File: src/rtl/des_perm_pipe.sv
// Pipelined DES bit-permutation engine (P, P inverse, IP, FP) with a per-beat mode
// carried through STAGES register slices under valid/ready flow control.
module des_perm_pipe #(
    parameter int unsigned STAGES = 2
) (
    input  logic        clk,
    input  logic        rst_n,
    input  logic        in_valid,
    output logic        in_ready,
    input  logic [1:0]  in_mode,
    input  logic [63:0] in_data,
    output logic        out_valid,
    input  logic        out_ready,
    output logic [1:0]  out_mode,
    output logic [63:0] out_data,
    output logic        busy
);

    localparam int unsigned DW = 64;
    localparam int unsigned HW = 32;
    localparam int unsigned MW = 2;

    localparam logic [MW-1:0] MODE_P    = 2'd0;
    localparam logic [MW-1:0] MODE_PINV = 2'd1;
    localparam logic [MW-1:0] MODE_IP   = 2'd2;
    localparam logic [MW-1:0] MODE_FP   = 2'd3;

    // Tables list, for each output bit (DES numbering, 1 = MSB), the source input bit.
    localparam int unsigned P_TAB [32] = '{
        16,  7, 20, 21, 29, 12, 28, 17,  1, 15, 23, 26,  5, 18, 31, 10,
         2,  8, 24, 14, 32, 27,  3,  9, 19, 13, 30,  6, 22, 11,  4, 25};

    localparam int unsigned IP_TAB [64] = '{
        58, 50, 42, 34, 26, 18, 10,  2, 60, 52, 44, 36, 28, 20, 12,  4,
        62, 54, 46, 38, 30, 22, 14,  6, 64, 56, 48, 40, 32, 24, 16,  8,
        57, 49, 41, 33, 25, 17,  9,  1, 59, 51, 43, 35, 27, 19, 11,  3,
        61, 53, 45, 37, 29, 21, 13,  5, 63, 55, 47, 39, 31, 23, 15,  7};

    localparam int unsigned FP_TAB [64] = '{
        40,  8, 48, 16, 56, 24, 64, 32, 39,  7, 47, 15, 55, 23, 63, 31,
        38,  6, 46, 14, 54, 22, 62, 30, 37,  5, 45, 13, 53, 21, 61, 29,
        36,  4, 44, 12, 52, 20, 60, 28, 35,  3, 43, 11, 51, 19, 59, 27,
        34,  2, 42, 10, 50, 18, 58, 26, 33,  1, 41,  9, 49, 17, 57, 25};

    function automatic logic [HW-1:0] p_fwd(input logic [HW-1:0] x);
        logic [HW-1:0] y;
        y = '0;
        for (int i = 0; i < 32; i++) y[5'(31 - i)] = x[5'(32 - P_TAB[5'(i)])];
        return y;
    endfunction

    // Inverse P scatters each input bit back to the position P gathered it from.
    function automatic logic [HW-1:0] p_inv(input logic [HW-1:0] x);
        logic [HW-1:0] y;
        y = '0;
        for (int i = 0; i < 32; i++) y[5'(32 - P_TAB[5'(i)])] = x[5'(31 - i)];
        return y;
    endfunction

    function automatic logic [DW-1:0] perm64(input logic [DW-1:0] x, input logic sel_fp);
        logic [DW-1:0] y;
        y = '0;
        for (int i = 0; i < 64; i++) begin
            if (sel_fp) y[6'(63 - i)] = x[6'(64 - FP_TAB[6'(i)])];
            else        y[6'(63 - i)] = x[6'(64 - IP_TAB[6'(i)])];
        end
        return y;
    endfunction

    logic [DW-1:0] perm_c;

    always_comb begin
        perm_c = '0;
        case (in_mode)
            MODE_P:    perm_c = {32'h0, p_fwd(in_data[HW-1:0])};
            MODE_PINV: perm_c = {32'h0, p_inv(in_data[HW-1:0])};
            MODE_IP:   perm_c = perm64(in_data, 1'b0);
            MODE_FP:   perm_c = perm64(in_data, 1'b1);
            default:   perm_c = '0;
        endcase
    end

    logic          v [STAGES];
    logic [DW-1:0] d [STAGES];
    logic [MW-1:0] m [STAGES];
    logic [STAGES-1:0] v_vec;
    logic [STAGES-1:0] r;

    // A stage may load when out_ready is high or any stage from it to the output is empty.
    for (genvar k = 0; k < STAGES; k++) begin : g_ready
        assign v_vec[k] = v[k];
        assign r[k]     = out_ready | ~(&v_vec[STAGES-1:k]);
    end

    always_ff @(posedge clk or negedge rst_n) begin
        if (!rst_n) begin
            v[0] <= 1'b0;
            d[0] <= '0;
            m[0] <= '0;
        end else if (r[0]) begin
            v[0] <= in_valid;
            if (in_valid) begin
                d[0] <= perm_c;
                m[0] <= in_mode;
            end
        end
    end

    for (genvar k = 1; k < STAGES; k++) begin : g_stage
        always_ff @(posedge clk or negedge rst_n) begin
            if (!rst_n) begin
                v[k] <= 1'b0;
                d[k] <= '0;
                m[k] <= '0;
            end else if (r[k]) begin
                v[k] <= v[k-1];
                if (v[k-1]) begin
                    d[k] <= d[k-1];
                    m[k] <= m[k-1];
                end
            end
        end
    end

    assign in_ready  = r[0];
    assign out_valid = v[STAGES-1];
    assign out_data  = d[STAGES-1];
    assign out_mode  = m[STAGES-1];
    assign busy      = |v_vec;

endmodule

File: config.mk
export PLATFORM = sky130hd
export DESIGN_NAME = des_perm_pipe
export DESIGN_NICKNAME = d
export VERILOG_FILES = /design/src/rtl/des_perm_pipe.sv
export SDC_FILE = /design/constraint.sdc
export NUM_CORES = 1
export LEC_CHECK = 0
export CAP_MARGIN = 20
export CORE_UTILIZATION = 20
export CTS_CLUSTER_DIAMETER = 80
export DETAILED_ROUTE_END_ITERATION = 10
export PLACE_DENSITY_LB_ADDON = 0.2
export REMOVE_ABC_BUFFERS = 1
export SYNTH_ARGS = -nofsm -noshare
export SYNTH_HDL_FRONTEND = slang
export SYNTH_SLANG_ARGS = --single-unit
File: constraint.sdc
create_clock -name clk -period 1.2 [get_ports clk]
set_clock_uncertainty 0.05 [all_clocks]
set_input_delay 0.18 -clock clk [delete_from_list [all_inputs] [get_ports clk]]
set_output_delay 0.18 -clock clk [all_outputs]
set_load 0.02 [all_outputs]
**Word level (Yosys, flattened, before mapping)**

Cells that the tools add are included.

- Register bits: 134
- Input bits: 70

- Bitwise logic cells: 4
- Multiplexer cells: 1
- Eq/ne operators: 3
- Reductions and logical operators: 6

Operators with widths:

| operator | number |
|---|---|
| one-hot mux 64 bit (3 select lines) | 1 |
| AND reduction 2 bit | 3 |
| equality test 2 bit (second input constant) | 2 |
| OR reduction 2 bit | 2 |
| equality test 2 x 1 -> 1 bit (second input constant) | 1 |
| zero test 2 bit | 1 |
| inverter 1 bit | 2 |
| OR 1 bit | 2 |

**Depth between registers and ports, before layout**

Gate-level depths: netlist of run 1.

- Depth in word-level cells: 4
- Mapped depth: 3
- Depth with buffers taken out: 3

**Worst setup path after synthesis of run 1**

No wires, ideal clock.

- Path kind: flip-flop to flip-flop
- Start: register v, in the netlist out_valid
- End: register m[2] (netlist bit)
- Arrival: 1.072 ns
- Period minus slack after synthesis: 1.247 ns
- Required time: 1.025 ns
- Setup time: 0.125 ns
- Cell stages (with the launch flop): 4
- Slack: -0.047 ns
- Cell sequence: dfrtp_1 > nand3b_4 > nand2_4 > mux2_4

- Cells in the longest elaborated chain, start to end: 4

RTL lines:

| element | RTL line | source |
|---|---|---|
| from (decl) | 83 | `logic v [STAGES];` |
| from (signal, indexed assignment) | 116 | `v[k] <= v[k-1];` |
| AND reduction 2 bit | 92 | `assign r[k] = out_ready \| ~(&v_vec[STAGES-1:k]);` |
| inverter 1 bit | 92 |  |
| OR 1 bit | 92 |  |
| named net in_ready | 9 | `output logic in_ready,` |
| AND reduction 2 bit (no line) | n/a |  |
| to (decl) | 85 | `logic [MW-1:0] m [STAGES];` |

The timed path passes the listed nets, and every way through them passes these cells.
A chain may end at the register's enable or synchronous reset.

**Worst setup path after layout of run 1**

- Start: register v[1] (netlist bit)
- End: output port busy

- Cells in the longest elaborated chain, start to end: 1

RTL lines:

| element | RTL line | source |
|---|---|---|
| OR reduction 2 bit | 129 | `assign busy = \|v_vec;` |
| to (decl) | 16 | `output logic busy` |

No other way between the ends.

==> impl_metrics.env, run 1 <==
export IMPL_hpwl_um=670
export IMPL_grt_start_max_net_pins=7
export IMPL_cts_hold_buf=0
export IMPL_synthCells=84
export IMPL_row_count=22
export IMPL_portBuffers=10
export IMPL_synth_most_common_cell="buf_4"
export IMPL_setup_viol=6
export IMPL_use_met1_pct=4.29
export IMPL_p_sw_w=0.000354
export IMPL_crit_start="v[1]"
export IMPL_switching_share_pct=39.0
export IMPL_drive_above_1_share_pct=18.2
export IMPL_clkTransAtPathRegs_ps=40
export IMPL_die_height_um=63.9
export IMPL_grt_pass1_wl_mm=1.19
export IMPL_clock_sinks=6
export IMPL_ys_warn_count=0
export IMPL_hp_class="in -> async"
export IMPL_fin_crit_ps=1220
export IMPL_max_freq_ghz=0.817
export IMPL_yosysTopAreaCellShare_pct=64.6
export IMPL_p_seq_share_pct=28.5
export IMPL_clk_latency_ps=220
export IMPL_area_growth_pct=-1.96
export IMPL_clockBufferDepth=2
export IMPL_grt_usage_pct=4.16
export IMPL_arrival_ps=990
export IMPL_fin_ws_ps=-23.4
export IMPL_final_period_utilization_pct=102
export IMPL_synth_area_per_cell_um2=9.13
export IMPL_finish_utilization_pct=20.5
export IMPL_gr_usage_met3_pct=4.11
export IMPL_cts_root_buf="clkbuf_8"
export IMPL_dieArea_um2=4090
export IMPL_first_pass_iters=5
export IMPL_rsz0062_at_grt="yes"
export IMPL_critPathRequiredTime_ps=970
export IMPL_antenna_left=0
export IMPL_report_final_slew_viol_count=0
export IMPL_fin_cells=147
export IMPL_synth_top_area_cell="buf_4"
export IMPL_finalHoldViolCount=0
export IMPL_violations="negative setup slack"
export IMPL_htree_levels=1
export IMPL_wl_um=816
export IMPL_netlist_area_um2=767
export IMPL_drt_iter0_drc=4
export IMPL_r2r_end="out_mode[0]"
export IMPL_n_antenna_cell=0
export IMPL_drc=0
export IMPL_ir_worst_vdd_uv=385
export IMPL_power_total_w=0.000908
export IMPL_grt_pass1_vias=259
export IMPL_power_density_nw_per_um2=1210
export IMPL_cp_max_fo=3
export IMPL_global_route_usage_met2_pct=5.98
export IMPL_ys_types=11
export IMPL_drv_cap=0
export IMPL_status="finished, violations left"
export IMPL_r2r_cells=4
export IMPL_ys_top_cells_by_count="buf_4 (66), dfrtp_1 (6), mux2_1 (2), mux2_4 (2), nand2b_1 (2)"
export IMPL_r2r_slack_ps=-20
export IMPL_total_leakage_power_nw=0.429
export IMPL_vias=376
export IMPL_synthTopCellsByArea="buf_4 (65%), dfrtp_1 (20%), mux2_4 (3.9%)"
export IMPL_combPwrFrac_pct=38.9
export IMPL_post_dp_cell_area_um2=691
export IMPL_start_util_pct=21.0
export IMPL_worst_setup_path_type="reg -> out"
export IMPL_cts_buffers=3
export IMPL_dp_cells=142
export IMPL_grt_busiest_layer="met2"
export IMPL_synth_edf_count=0
export IMPL_wl_per_cell_um=5.55
export IMPL_antenna_found_initial=0
export IMPL_nNetsFinal=171
export IMPL_synth_main_ff_cell="dfrtp_1"
export IMPL_coreArea_um2=3660
export IMPL_ys_seq_area_share_pct=19.6
export IMPL_die_w_um=63.9
export IMPL_stdcell_area_um2=752
export IMPL_r2r_start="v[1]"
export IMPL_ys_seq_elements=6
export IMPL_place_gp_congestion=0.630
export IMPL_synth_async_reset_ratio_pct=100
export IMPL_pwr_share_clk_pct=32.6
export IMPL_via_per_inst=2.56
export IMPL_start_kind="flip-flop"
export IMPL_gr_total_overflow=0
export IMPL_crit_end="busy"
export IMPL_worstSetupEndpointType="output port"
export IMPL_top_level_ports=139
export IMPL_intPower_w=0.000553
export IMPL_cts_tree="yes"
[how the worst min path moves through the flow]
stage          cells after the start         to  slack [ps]  startpoint
2_1_floorplan                      0       m[2]        -170       rst_n
3_3_place_gp                       1       v[1]         390       rst_n
3_5_place_dp                       1  out_valid         400       rst_n
4_1_cts                            1  out_valid         170       rst_n
5_1_grt                            1  out_valid         180       rst_n
6_report                           1       v[1]         160       rst_n
[cell type report]
class / count / area (um^2)
well taps: 48 / 60.1
flip-flops and latches: 6 / 150
multi-input cells: 75 / 367
clock buffers: 3 / 41.3
repair buffers: 15 / 134
fillers: 412 / 2910
[through the flow]
step	setup TNS, ps	hold WS (ps)	setup WS (ps)
after floorplan	-94.4	-166	-47.2
after global placement	-1570	389	-403
after detailed placement	-1570	397	-407
final	-80.0	161	-23.4
after global routing	-338	179	-79.9
after CTS	-77.5	165	-61.1
[worst max-delay path: stages (launching register included)]
cell,delay (ps)
dfrtp_1,410
or2_1,230
buf_6,130
[power by group through the flow]
| stage | registers (W) | clock network (W) | logic, W |
|---|---|---|---|
| 2_1_floorplan | 0.000284 | 0 | 0.000229 |
| 3_5_place_dp | 0.000264 | 0 | 0.000345 |
| 3_3_place_gp | 0.000263 | 0 | 0.000344 |
| 6_report | 0.000259 | 0.000296 | 0.000353 |
| 4_1_cts | 0.000259 | 0.000303 | 0.000335 |
| 5_1_grt | 0.000264 | 0.000322 | 0.000379 |
[registers in the layout, summed over array words and instances, names as in the netlist]
register	cells
m	2
out_valid	1
out_mode	2
v	1
[logic make-up (layout without fill, tap and decap cells)]
group / count (synthesis) / count (layout) / synth area share (%)
buffers and inverters: 66 / 18 / 64.6
AND/OR/NAND/NOR: 7 / 7 / 8.48
flip-flops: 6 / 6 / 19.6
multiplexers: 4 / 4 / 6.85
other: 1 / 64 / 0.489
[layout by cell type (no fill, tap or decap)]
cell type / netlist / final
clkdlybuf4s50_1: 0 / 5
buf_4: 66 / 3
conb_1: 1 / 64
nand2_4: 1 / 2
buf_2: 0 / 2
clkbuf_8: 0 / 3
dfrtp_1: 6 / 6
or2_1: 1 / 1
buf_6: 0 / 3
nand2b_2: 1 / 1
nand2b_1: 2 / 2
dlygate4sd2_1: 0 / 2
mux2_4: 2 / 3
mux2_1: 2 / 1
nand3b_4: 1 / 1
[timing repair]
action                     4_1_cts  5_1_grt
pin swaps                        0        1
setup endpoints to repair        7        6
resized for setup               16        4
buffers inserted                 1        1
[per-layer routing]
layer | vias to the layer above | part of all wire (%)
met5 | - | 0
met4 | 0 | 0
met3 | 0 | 24
met2 | 59 | 41
met1 | 161 | 35
li1 | 156 | -
No activity file was read; power rests on OpenSTA's default activity.
==> run 2, diff against run 1 <==
--- a/config.mk
+++ b/config.mk
@@ -6,6 +6,7 @@
 export NUM_CORES = 1
 export LEC_CHECK = 0
 export CAP_MARGIN = 20
+export CORE_ASPECT_RATIO = 1.4
 export CORE_UTILIZATION = 20
 export CTS_CLUSTER_DIAMETER = 80
 export DETAILED_ROUTE_END_ITERATION = 10
==> impl_metrics.env, run 2 (synthesis results as in run 1) <==
export IMPL_grt_usage_pct=4.07
export IMPL_antenna_found_initial=0
export IMPL_cts_root_buf="clkbuf_8"
export IMPL_final_period_utilization_pct=101
export IMPL_via_per_inst=2.68
export IMPL_nNetsFinal=170
export IMPL_finish_utilization_pct=20.1
export IMPL_final_cell_mix="conb_1 (64), dfrtp_1 (6), clkdlybuf4s50_1 (5)"
export IMPL_post_place_ws_ps=-418
export IMPL_wl_um=799
export IMPL_setup_viol=3
export IMPL_worst_setup_path_type="reg -> out"
export IMPL_vias=375
export IMPL_violations="negative setup slack"
export IMPL_final_setup_tns_ps=-16.4
export IMPL_report_final_slew_viol_count=0
export IMPL_die_w_um=54.3
export IMPL_first_pass_iters=2
export IMPL_clock_sinks=6
export IMPL_ir_worst_vdd_uv=462
export IMPL_cts_tree="yes"
export IMPL_drt_iter0_drc=2
export IMPL_portBuffers=10
export IMPL_total_leakage_power_nw=0.421
export IMPL_status="finished, violations left"
export IMPL_drive_above_1_share_pct=17.3
export IMPL_top_level_ports=139
export IMPL_finalHoldViolCount=0
export IMPL_grt_pass1_vias=226
export IMPL_fin_crit_ps=1210
export IMPL_power_density_nw_per_um2=1250
export IMPL_htree_levels=1
export IMPL_r2r_end="m[2]"
export IMPL_r2r_cells=5
export IMPL_row_count=26
export IMPL_regArea_um2=150
export IMPL_antenna_left=0
export IMPL_power_total_w=0.000912
export IMPL_grt_pass1_wl_mm=1.05
export IMPL_clk_latency_ps=220
export IMPL_hp_class="in -> async"
export IMPL_start_kind="flip-flop"
export IMPL_coreArea_um2=3640
export IMPL_final_common_cell="conb_1"
export IMPL_cts_hold_buf=0
export IMPL_die_height_um=75.3
export IMPL_critPathRequiredTime_ps=970
export IMPL_area_growth_pct=-4.57
export IMPL_cts_buffers=3
export IMPL_n_antenna_cell=0
export IMPL_stdcell_area_um2=732
export IMPL_grt_start_max_net_pins=7
export IMPL_clkTransAtPathRegs_ps=40
export IMPL_dieArea_um2=4090
export IMPL_start_util_pct=21.1
export IMPL_drv_cap=0
export IMPL_fin_ws_ps=-14.5
export IMPL_drc=0
export IMPL_max_freq_ghz=0.823
export IMPL_gr_total_overflow=0
export IMPL_arrival_ps=980
export IMPL_place_gp_congestion=0.564
export IMPL_cp_max_fo=3
export IMPL_r2r_slack_ps=0
export IMPL_r2r_start="out_valid"
export IMPL_worstSetupEndpointType="output port"
export IMPL_wl_per_cell_um=5.71
export IMPL_multiInputGateArea_um2=362
export IMPL_n_fill_cell=415
export IMPL_post_dp_cell_area_um2=683
export IMPL_clockBufferDepth=2
export IMPL_rsz0062_at_grt="yes"
==> run 2: changes by cell type in the layout (fill, tap and decap cells not counted), sizes merged <==
cell	change
buf	-1
==> run 2: how the worst max path moves through the flow <==
stage                     startpoint        to  slack (ps)  cells past startpoint
after floorplan            out_valid      m[2]         -50                      3
after global placement     out_ready  in_ready        -400                      3
after detailed placement   out_ready  in_ready        -420                      3
after CTS                       v[1]      busy         -50                      2
after global routing       out_valid      m[2]         -60                      5
final                           v[1]      busy         -10                      2
==> run 2: metrics by stage <==
stage,hold WS [ps],std cells
final,153,140
after global routing,177,140
after detailed placement,396,136
after global placement,390,136
after CTS,163,140
after floorplan,-166,81
==> run 2: routing by layer <==
layer	share of wire [%]	track usage [%]	routed length [um]
met5	0	0	0
met4	0	3.42	0
met3	22	2.42	179
met2	43	5.83	341
met1	35	4.11	278
==> run 2: area by class of cell <==
class / instances / area share (%)
Multi-Input combinational cell: 75 / 49.4
Tap cell: 42 / 7.18
Sequential cell: 6 / 20.5
Clock buffer: 3 / 5.64
Timing Repair Buffer: 14 / 17.3
==> run 2: what timing repair did <==
action	in CTS	in global routing
setup buffers	1	0
pin swaps	0	1
setup endpoints to repair	7	5
resized for setup	16	3
==> run 2: where the power goes <==
group / internal [W] / total, W / leakage, nW / switching [W]
Combinational: 0.0000973 / 0.000348 / 0.332 / 0.000250
Clock: 0.000216 / 0.000306 / 0.0216 / 0.0000900
Sequential: 0.000237 / 0.000259 / 0.0680 / 0.0000223
==> run 2: worst max-delay path: stages, from the launching register on <==
cell and delay [ps]:
dfrtp_1 400, or2_1 230, buf_6 130
==> run 3, diff against run 2 <==
--- a/config.mk
+++ b/config.mk
@@ -8,10 +8,13 @@
 export CAP_MARGIN = 20
 export CORE_ASPECT_RATIO = 1.4
 export CORE_UTILIZATION = 20
+export CTS_BUF_LIST = sky130_fd_sc_hd__clkbuf_4 sky130_fd_sc_hd__clkbuf_8 sky130_fd_sc_hd__clkbuf_16
 export CTS_CLUSTER_DIAMETER = 80
+export CTS_CLUSTER_SIZE = 28
 export DETAILED_ROUTE_END_ITERATION = 10
 export PLACE_DENSITY_LB_ADDON = 0.2
 export REMOVE_ABC_BUFFERS = 1
+export SLEW_MARGIN = 20
 export SYNTH_ARGS = -nofsm -noshare
 export SYNTH_HDL_FRONTEND = slang
 export SYNTH_SLANG_ARGS = --single-unit
==> results of run 3 <==
The final DEF is identical to that of run 2; final timing and power are the same.
